<file path="config.mk">
export PLATFORM = sky130hd
export DESIGN_NAME = multicycle_control
export DESIGN_NICKNAME = d
export VERILOG_FILES = /design/src/rtl/multicycle_control.sv
export SDC_FILE = /design/constraint.sdc
export NUM_CORES = 1
export LEC_CHECK = 0
export ABC_AREA = 1
export BUFFER_PORTS_ARGS = -buffer_cell sky130_fd_sc_hd__buf_2
export CAP_MARGIN = 20
export CELL_PAD_IN_SITES_DETAIL_PLACEMENT = 0
export CELL_PAD_IN_SITES_GLOBAL_PLACEMENT = 1
export CORE_ASPECT_RATIO = 0.8
export CORE_MARGIN = 10
export CORE_UTILIZATION = 23
export CTS_BUF_LIST = sky130_fd_sc_hd__clkbuf_2
export CTS_CLUSTER_SIZE = 14
export DETAILED_ROUTE_END_ITERATION = 8
export GPL_ROUTABILITY_DRIVEN = 0
export PLACE_DENSITY = 0.78
export SLEW_MARGIN = 20
export SYNTH_ARGS = -nofsm -noshare
export SYNTH_HDL_FRONTEND = slang
export SYNTH_SLANG_ARGS = --single-unit
</file>
<file path="constraint.sdc">
create_clock -name clk -period 1.32 [get_ports clk]
set_input_delay 0.066 -clock clk [delete_from_list [all_inputs] [get_ports clk]]
set_output_delay 0.066 -clock clk [all_outputs]
set_load 0.01 [all_outputs]
</file>
<file path="src/rtl/multicycle_control.sv">
// Multi-cycle control FSM for an RV32I subset on a shared-ALU, shared-memory
// datapath. Sequences fetch/decode/execute/memory/writeback and drives every
// datapath select and write enable combinationally from the current state.
//
// Ports:
//   clk          system clock, rising edge
//   rst          synchronous active-high reset (forces all outputs to 0)
//   instr        instruction register contents (op, funct3, funct7b5 decoded)
//   Zero         ALU zero flag, same cycle
//   MemReady     memory completes the current request this cycle
//   MemReq       memory access request
//   MemWrite     store qualifier, meaningful only with MemReq
//   AdrSrc       memory address select: 0=PC, 1=ALUOut
//   IRWrite      load IR and OldPC
//   PCWrite      load PC from the Result bus
//   RegWrite     register file write
//   ImmSrc       immediate format: Imm=0, Store=1, Branch=2, Jump=3, UppImm=4
//   ALUSrcA      00=PC, 01=OldPC, 10=RD1, 11=zero
//   ALUSrcB      00=RD2, 01=ImmExt, 10=const 4
//   ALUControl   000 add, 001 sub, 010 and, 011 or, 100 xor, 101 slt
//   ResultSrc    00=ALUOut, 01=memory data, 10=ALU result direct
//   IllegalInstr high while trapped on an unsupported instruction
module multicycle_control #(
  parameter int unsigned INSTR_WIDTH = 32
) (
  input  logic                   clk,
  input  logic                   rst,
  input  logic [INSTR_WIDTH-1:0] instr,
  input  logic                   Zero,
  input  logic                   MemReady,
  output logic                   MemReq,
  output logic                   MemWrite,
  output logic                   AdrSrc,
  output logic                   IRWrite,
  output logic                   PCWrite,
  output logic                   RegWrite,
  output logic [2:0]             ImmSrc,
  output logic [1:0]             ALUSrcA,
  output logic [1:0]             ALUSrcB,
  output logic [2:0]             ALUControl,
  output logic [1:0]             ResultSrc,
  output logic                   IllegalInstr
);

  localparam int unsigned STATE_W = 4;
  localparam int unsigned OP_W    = 7;
  localparam int unsigned F3_W    = 3;

  // Opcodes
  localparam logic [OP_W-1:0] OP_LOAD   = 7'b0000011;
  localparam logic [OP_W-1:0] OP_STORE  = 7'b0100011;
  localparam logic [OP_W-1:0] OP_RTYPE  = 7'b0110011;
  localparam logic [OP_W-1:0] OP_ITYPE  = 7'b0010011;
  localparam logic [OP_W-1:0] OP_BRANCH = 7'b1100011;
  localparam logic [OP_W-1:0] OP_JAL    = 7'b1101111;
  localparam logic [OP_W-1:0] OP_LUI    = 7'b0110111;

  // funct3 values
  localparam logic [F3_W-1:0] F3_ADD  = 3'b000;
  localparam logic [F3_W-1:0] F3_SLT  = 3'b010;
  localparam logic [F3_W-1:0] F3_XOR  = 3'b100;
  localparam logic [F3_W-1:0] F3_OR   = 3'b110;
  localparam logic [F3_W-1:0] F3_AND  = 3'b111;
  localparam logic [F3_W-1:0] F3_WORD = 3'b010;
  localparam logic [F3_W-1:0] F3_BEQ  = 3'b000;
  localparam logic [F3_W-1:0] F3_BNE  = 3'b001;

  // Immediate formats
  localparam logic [2:0] IMM_I = 3'd0;
  localparam logic [2:0] IMM_S = 3'd1;
  localparam logic [2:0] IMM_B = 3'd2;
  localparam logic [2:0] IMM_J = 3'd3;
  localparam logic [2:0] IMM_U = 3'd4;

  // ALU operations
  localparam logic [2:0] ALU_ADD = 3'b000;
  localparam logic [2:0] ALU_SUB = 3'b001;
  localparam logic [2:0] ALU_AND = 3'b010;
  localparam logic [2:0] ALU_OR  = 3'b011;
  localparam logic [2:0] ALU_XOR = 3'b100;
  localparam logic [2:0] ALU_SLT = 3'b101;

  // Operand selects
  localparam logic [1:0] SRCA_PC    = 2'b00;
  localparam logic [1:0] SRCA_OLDPC = 2'b01;
  localparam logic [1:0] SRCA_RD1   = 2'b10;
  localparam logic [1:0] SRCA_ZERO  = 2'b11;
  localparam logic [1:0] SRCB_RD2   = 2'b00;
  localparam logic [1:0] SRCB_IMM   = 2'b01;
  localparam logic [1:0] SRCB_FOUR  = 2'b10;

  // Result selects
  localparam logic [1:0] RES_ALUOUT = 2'b00;
  localparam logic [1:0] RES_MEM    = 2'b01;
  localparam logic [1:0] RES_ALU    = 2'b10;

  typedef enum logic [STATE_W-1:0] {
    S_FETCH,
    S_DECODE,
    S_MEMADR,
    S_MEMREAD,
    S_MEMWB,
    S_MEMWRITE,
    S_EXECR,
    S_EXECI,
    S_ALUWB,
    S_BRANCH,
    S_JAL,
    S_LUI,
    S_TRAP
  } state_t;

  state_t state_q;
  state_t state_d;

  logic [OP_W-1:0] op;
  logic [F3_W-1:0] funct3;
  logic            funct7b5;
  logic [2:0]      alu_op_c;
  logic            alu_f3_ok_c;
  logic            unused_instr;

  assign op       = instr[6:0];
  assign funct3   = instr[14:12];
  assign funct7b5 = instr[30];

  // Only a few IR fields steer control; the rest feed the datapath.
  assign unused_instr = ^instr;

  // funct3 -> ALU op for R/I-type; sub only for R-type with funct7b5 set.
  always_comb begin
    alu_op_c    = ALU_ADD;
    alu_f3_ok_c = 1'b1;
    unique case (funct3)
      F3_ADD:  alu_op_c = (op == OP_RTYPE && funct7b5) ? ALU_SUB : ALU_ADD;
      F3_SLT:  alu_op_c = ALU_SLT;
      F3_XOR:  alu_op_c = ALU_XOR;
      F3_OR:   alu_op_c = ALU_OR;
      F3_AND:  alu_op_c = ALU_AND;
      default: alu_f3_ok_c = 1'b0;  // shifts and sltu are not supported
    endcase
  end

  // State register
  always_ff @(posedge clk) begin
    if (rst) begin
      state_q <= S_FETCH;
    end else begin
      state_q <= state_d;
    end
  end

  // Next-state and control outputs
  always_comb begin
    state_d      = state_q;
    MemReq       = 1'b0;
    MemWrite     = 1'b0;
    AdrSrc       = 1'b0;
    IRWrite      = 1'b0;
    PCWrite      = 1'b0;
    RegWrite     = 1'b0;
    ImmSrc       = IMM_I;
    ALUSrcA      = SRCA_PC;
    ALUSrcB      = SRCB_RD2;
    ALUControl   = ALU_ADD;
    ResultSrc    = RES_ALUOUT;
    IllegalInstr = 1'b0;

    unique case (state_q)
      S_FETCH: begin
        MemReq = 1'b1;
        AdrSrc = 1'b0;
        if (MemReady) begin
          // Latch IR/OldPC and advance PC to PC+4 in the same cycle.
          IRWrite    = 1'b1;
          PCWrite    = 1'b1;
          ALUSrcA    = SRCA_PC;
          ALUSrcB    = SRCB_FOUR;
          ALUControl = ALU_ADD;
          ResultSrc  = RES_ALU;
          state_d    = S_DECODE;
        end
      end

      S_DECODE: begin
        // Precompute OldPC+imm; JAL reuses it as the jump target.
        ALUSrcA    = SRCA_OLDPC;
        ALUSrcB    = SRCB_IMM;
        ALUControl = ALU_ADD;
        ImmSrc     = (op == OP_JAL) ? IMM_J : IMM_B;
        unique case (op)
          OP_LOAD, OP_STORE: state_d = S_MEMADR;
          OP_RTYPE:  state_d = alu_f3_ok_c ? S_EXECR : S_TRAP;
          OP_ITYPE:  state_d = alu_f3_ok_c ? S_EXECI : S_TRAP;
          OP_BRANCH: state_d = (funct3 == F3_BEQ || funct3 == F3_BNE) ? S_BRANCH : S_TRAP;
          OP_JAL:    state_d = S_JAL;
          OP_LUI:    state_d = S_LUI;
          default:   state_d = S_TRAP;
        endcase
      end

      S_MEMADR: begin
        // AdrSrc preset so the address is already ALUOut when the access starts.
        AdrSrc     = 1'b1;
        ALUSrcA    = SRCA_RD1;
        ALUSrcB    = SRCB_IMM;
        ALUControl = ALU_ADD;
        ImmSrc     = (op == OP_STORE) ? IMM_S : IMM_I;
        if (funct3 != F3_WORD) begin
          state_d = S_TRAP;
        end else if (op == OP_STORE) begin
          state_d = S_MEMWRITE;
        end else begin
          state_d = S_MEMREAD;
        end
      end

      S_MEMREAD: begin
        MemReq = 1'b1;
        AdrSrc = 1'b1;
        if (MemReady) begin
          state_d = S_MEMWB;
        end
      end

      S_MEMWB: begin
        ResultSrc = RES_MEM;
        RegWrite  = 1'b1;
        state_d   = S_FETCH;
      end

      S_MEMWRITE: begin
        MemReq   = 1'b1;
        MemWrite = 1'b1;
        AdrSrc   = 1'b1;
        if (MemReady) begin
          state_d = S_FETCH;
        end
      end

      S_EXECR: begin
        ALUSrcA    = SRCA_RD1;
        ALUSrcB    = SRCB_RD2;
        ALUControl = alu_op_c;
        state_d    = S_ALUWB;
      end

      S_EXECI: begin
        ALUSrcA    = SRCA_RD1;
        ALUSrcB    = SRCB_IMM;
        ImmSrc     = IMM_I;
        ALUControl = alu_op_c;
        state_d    = S_ALUWB;
      end

      S_ALUWB: begin
        ResultSrc = RES_ALUOUT;
        RegWrite  = 1'b1;
        state_d   = S_FETCH;
      end

      S_BRANCH: begin
        // Compare via subtraction; ALUOut still holds the target from DECODE.
        ALUSrcA    = SRCA_RD1;
        ALUSrcB    = SRCB_RD2;
        ALUControl = ALU_SUB;
        ResultSrc  = RES_ALUOUT;
        PCWrite    = (funct3 == F3_BNE) ? ~Zero : Zero;
        state_d    = S_FETCH;
      end

      S_JAL: begin
        // Redirect PC to ALUOut while computing the link value OldPC+4.
        ALUSrcA    = SRCA_OLDPC;
        ALUSrcB    = SRCB_FOUR;
        ALUControl = ALU_ADD;
        ResultSrc  = RES_ALUOUT;
        PCWrite    = 1'b1;
        state_d    = S_ALUWB;
      end

      S_LUI: begin
        ALUSrcA    = SRCA_ZERO;
        ALUSrcB    = SRCB_IMM;
        ImmSrc     = IMM_U;
        ALUControl = ALU_ADD;
        state_d    = S_ALUWB;
      end

      S_TRAP: begin
        IllegalInstr = 1'b1;
      end

      default: begin
        state_d = S_FETCH;
      end
    endcase

    // Reset quiets every control line, including mid-access.
    if (rst) begin
      MemReq       = 1'b0;
      MemWrite     = 1'b0;
      AdrSrc       = 1'b0;
      IRWrite      = 1'b0;
      PCWrite      = 1'b0;
      RegWrite     = 1'b0;
      ImmSrc       = IMM_I;
      ALUSrcA      = SRCA_PC;
      ALUSrcB      = SRCB_RD2;
      ALUControl   = ALU_ADD;
      ResultSrc    = RES_ALUOUT;
      IllegalInstr = 1'b0;
    end
  end

endmodule

</file>
# After elaboration in Yosys (flattened, before gate mapping)
# Index checks and enable logic that the tools add are counted.
# word_totals
reg_bits,4
latchBits,0
ram_bits,0
romBits,0
input_bits,36
wordCells,88
n_memories,0
# op_classes
n_addsub,0
mul,0
div_mod_pow,0
magnitude_cmp,0
eq_ne,28
shift,0
muxes,42
n_bitwise,2
reduce_logical,15
# op_table
operator,count
4-bit case mux with 7 select lines,1
4-bit 2-to-1 mux,6
4-bit case mux with 6 select lines,1
"7-bit by 6-bit == test with 1-bit output, second input constant",3
"4-bit == test, second input constant",5
1-bit 2-to-1 mux,19
"4-bit by 3-bit == test with 1-bit output, second input constant",4
3-bit case mux with 5 select lines,1
"7-bit == test, second input constant",2
3-bit 2-to-1 mux,4
2-bit case mux with 3 select lines,2
4-bit OR reduction,3
"3-bit == test, second input constant",3
3-bit case mux with 3 select lines,1
"4-bit by 2-bit == test with 1-bit output, second input constant",2
2-bit 2-to-1 mux,4
2-bit OR reduction,4
"7-bit by 2-bit == test with 1-bit output, second input constant",1
"7-bit by 5-bit == test with 1-bit output, second input constant",1
"2-bit inequality test, second input constant",3
3-bit case mux with 2 select lines,1
3-bit OR reduction,2
5-bit OR reduction,1
"4-bit by 1-bit == test with 1-bit output, second input constant",1
other kinds (11),12

# Logic depth before layout (Yosys ltp)
# logic_depth
depth_word,6
mapped_depth,12

# Worst setup path after synthesis
# Ideal clock, no wire load.
# synth_path
path_kind,reg-to-output
start,reg state_q[0]
end,out ImmSrc[0]
arrival_ns,1.244
t_required_ns,1.254
setup_slack_ns,0.010
path_stages_with_launch,7
cell_sequence,dfxtp_1 nand2_2 nor2_1 inv_2 nor2_2 inv_1 a21oi_1
# synth_between
elab_chain_cells,3
elab_cells_between_ends,5
# synth_lines
item,line,text
start: declaration,113,state_t state_q;
start signal: assignment,149,state_q <= state_d;
"4-bit == test, or another cell as far along",169,unique case (state_q)
3-bit case mux with 3 select lines *,169,
3-bit 2-to-1 mux *,300,if (rst) begin
end: declaration,37,"output logic [2:0] ImmSrc,"
# Every way passes the cells marked *; elsewhere a longest branch is shown, timed or not.

# Worst setup path after layout
# layout_path
start,reg state_q[2]
end,out ALUSrcB[0]
# layout_between
elab_chain_cells,4
elab_cells_between_ends,9
# layout_lines
item,line,text
"4-bit by 2-bit == test with 1-bit output, or another cell as far along",169,
4-bit OR reduction (no source line),n/a,
2-bit case mux with 3 select lines *,169,
2-bit 2-to-1 mux *,300,
end: declaration,39,"output logic [1:0] ALUSrcB,"
# Marked as above.

==> results by group <==
Outcome
  • Status: finished with violations
  • Failing checks: setup timing

Final layout
  • Finished Layout Cells: 250
  • Nets@finish: 250
  • Ant diodes: 0
  • Most frequent cells in the layout: buf_2, nand2_1, buf_4, inv_1, nor2_1
  • Fin util: 0.511
  • Syn-to-layout area delta: 107%
  • Layout cells sized above 1: 0.575
  • Most flop-heavy register: state_q
  • Commonest non-fill, non-tap cell in the layout: buf_2
  • Largest regs: state_q (4)
  • Largest register FFs: 4

Clocking
  • Worst-path clk slew: 0.05 ns
  • Sink Count: 4
  • Clock root buffer: clkbuf_2
  • Clock buffer count from CTS: 3
  • CTS Buffer Depth: 2
  • CTS tree: built
  • H-tree depth: 1
  • Clk_lat worst skew: between 0.2 and 0.25 ns

STA
  • RSZ-0062 raised after global routing: true
  • Setup tns final: -0.713 ns
  • Final period utilization: 1.06
  • Skew final: between 0.007 and 0.008 ns
  • Tightest Pin Transition: approximately 0.3 ns
  • Fmax: 0.717 GHz
  • Fin crit period: 1.39 ns
  • Setup slack after layout: -0.0750 ns
  • Final setup violation count: 16
  • Max Slew Vio Count: 0
  • Rel. slew slack: 0.802
  • Hold Violations, Final: 0

Power
  • Pwr Total: about 1.8 mW
  • Pwr dens: 1240 nW/um^2
  • Lkg Pwr: ~0.76 nW
  • Max VDD drop: between 0.6 and 0.7 mV

Yosys
  • Simple-Gate Fraction of Synth Area: 0.582
  • Average size of a mapped cell: 4.81 sq um
  • Number of synthesized register bits: 4
  • Largest family of logic cells by synthesized area: simple AND/OR/NAND/NOR gates
  • Number of synthesized flops with an enable pin: 0
  • Sequential cell area fraction in the yosys report: 0.115
  • Compound-Gate Fraction of Synth Area: 0.147
  • Top_reg_cell synth: dfxtp_1
  • Ys async rst share: 0
  • Adder-Cell Fraction of Synth Area: 0
  • Syn Inst Count: 145
  • Ys Warns: 0
  • Post-synth net total: 181
  • Cell area after synthesis: between 600 and 700 sq um
  • Yosys cell types: 19
  • Synth Area in XOR/XNOR: 0
  • Multiplexer share of the synthesized area: 0

Global route
  • Total track usage: 0.0996
  • Vias in the first global route: 1106
  • Initial antenna violation count: 0
  • Largest net degree at the start of global routing: 12
  • Global-route wire length before repair: 4750 um
  • Remaining Overflow, GRT: 0

Drt
  • Drt first pass iters: 5
  • Wire length per cell: 11.9 um
  • DR iter-0 viols: 53
  • Routed vias: 1136
  • DRT antenna net count: 0
  • Drt via density: 4.54
  • Drt total wl: between 2000 and 3000 um
  • DRC viols: 0

Setup path
  • Family with the most delay on the worst path: flip-flops
  • Nature of the critical path startpoint: flop
  • List of cells traversed by the critical path: inv_4 > nand2_4 > inv_4 > nand2_4 > inv_2 > o21ai_4 > nand3_1 > buf_2
  • Critical path's largest stage delay: 0.39 ns
  • CP endpoint kind: primary output
  • Slowest CP cell: dfxtp_4
  • Worst Path Arrival: 1.33 ns
  • Crit Path Max Fanout: 4
  • Critical path class: flop to primary output
  • WP buf/inv: 4
  • CP Data Required Time: 1.25 ns

Floorplan
  • Core area: 2830 sq um
  • Starting Density: 0.246
  • IO Count: 55
  • Rows: 17
  • Die Ht: 69.2 um
  • Die width: slightly above 80 um
  • Die area: 5650 sq um

Flow run
  • Max cap viols: 0

Place
  • Port bufs: 33
  • DP HPWL: 2200 um
  • Pre-CTS WS: -0.0688 ns
  • Placed insts: approximately 240

Worst hold path
  • HP Class: primary input to flop
final timing paths:
path / start / slack (ns) / cells past startpoint / endpoint
max reg2reg: state_q[1] / -0.07 / 12 / state_q[0]
max: state_q[2] / -0.07 / 8 / ALUSrcB[0]
min reg2reg: state_q[2] / 0.56 / 2 / state_q[2]
min: rst / 0.26 / 3 / state_q[2]
synthesized netlist by cell type (2+ instances only):
cell / n / area share
nand2_1: 36 / 0.19
nor2_1: 28 / 0.15
inv_1: 24 / 0.13
nand3_1: 14 / 0.10
a21oi_1: 8 / 0.057
o21ai_0: 7 / 0.050
dfxtp_1: 4 / 0.11
inv_2: 4 / 0.022
nor2_2: 4 / 0.036
nand2_2: 3 / 0.027
nor3_1: 3 / 0.022
a31oi_1: 2 / 0.018
nand4_1: 2 / 0.018
power breakdown:
group | internal [mW] | total (mW) | switching, mW | leakage (nW)
sequential | 0.168 | 0.254 | 0.0857 | 0.0353
combinational | 0.695 | 1.42 | 0.730 | 0.709
clock | 0.0610 | 0.109 | 0.0475 | 0.0125
kinds of logic after synthesis:
family | Yosys count
compound gates | 19
buf+inv | 29
flops | 4
simple gates | 93
metrics by stage:
stage	hold slack, ns	instance area, sq um
final	0.262	1450
after CTS	0.215	1320
after global routing	0.276	1450
after detailed placement	0.425	1080
after global placement	0.433	1080
after floorplan	0.167	697
layout make-up:
class | instances | area, sq um
Fill cell | 298 | 1380
Multi-Input combinational cell | 112 | 718
Timing Repair Buffer | 65 | 452
Inverter | 28 | 120
Sequential cell | 4 | 92.6
Tap cell | 38 | 47.5
Clock buffer | 3 | 15.0
per-layer routing:
layer,wire length [um],share of wire,global-route usage,vias up
met3,374,0.13,0.0426,2
met4,3,0.0010,0.0152,0
met1,1290,0.43,0.134,484
li1,-,-,-,595
met2,1310,0.44,0.144,55
met5,0,0,0,-
timing repair:
item | CTS | global route
endpoints found under the setup margin | 16 | 23
hold buffers | 0 | 0
pin swaps | 10 | 9
gates resized for setup | 51 | 30
setup buffers | 7 | 3
tightest hold or removal path, delay by kind of cell:
family | cells | cell delay (ns)
buffers and inverters | 2 | 0.30
AOI/OAI and AO/OA | 1 | 0.06
Power figures use the tool's default switching activity.
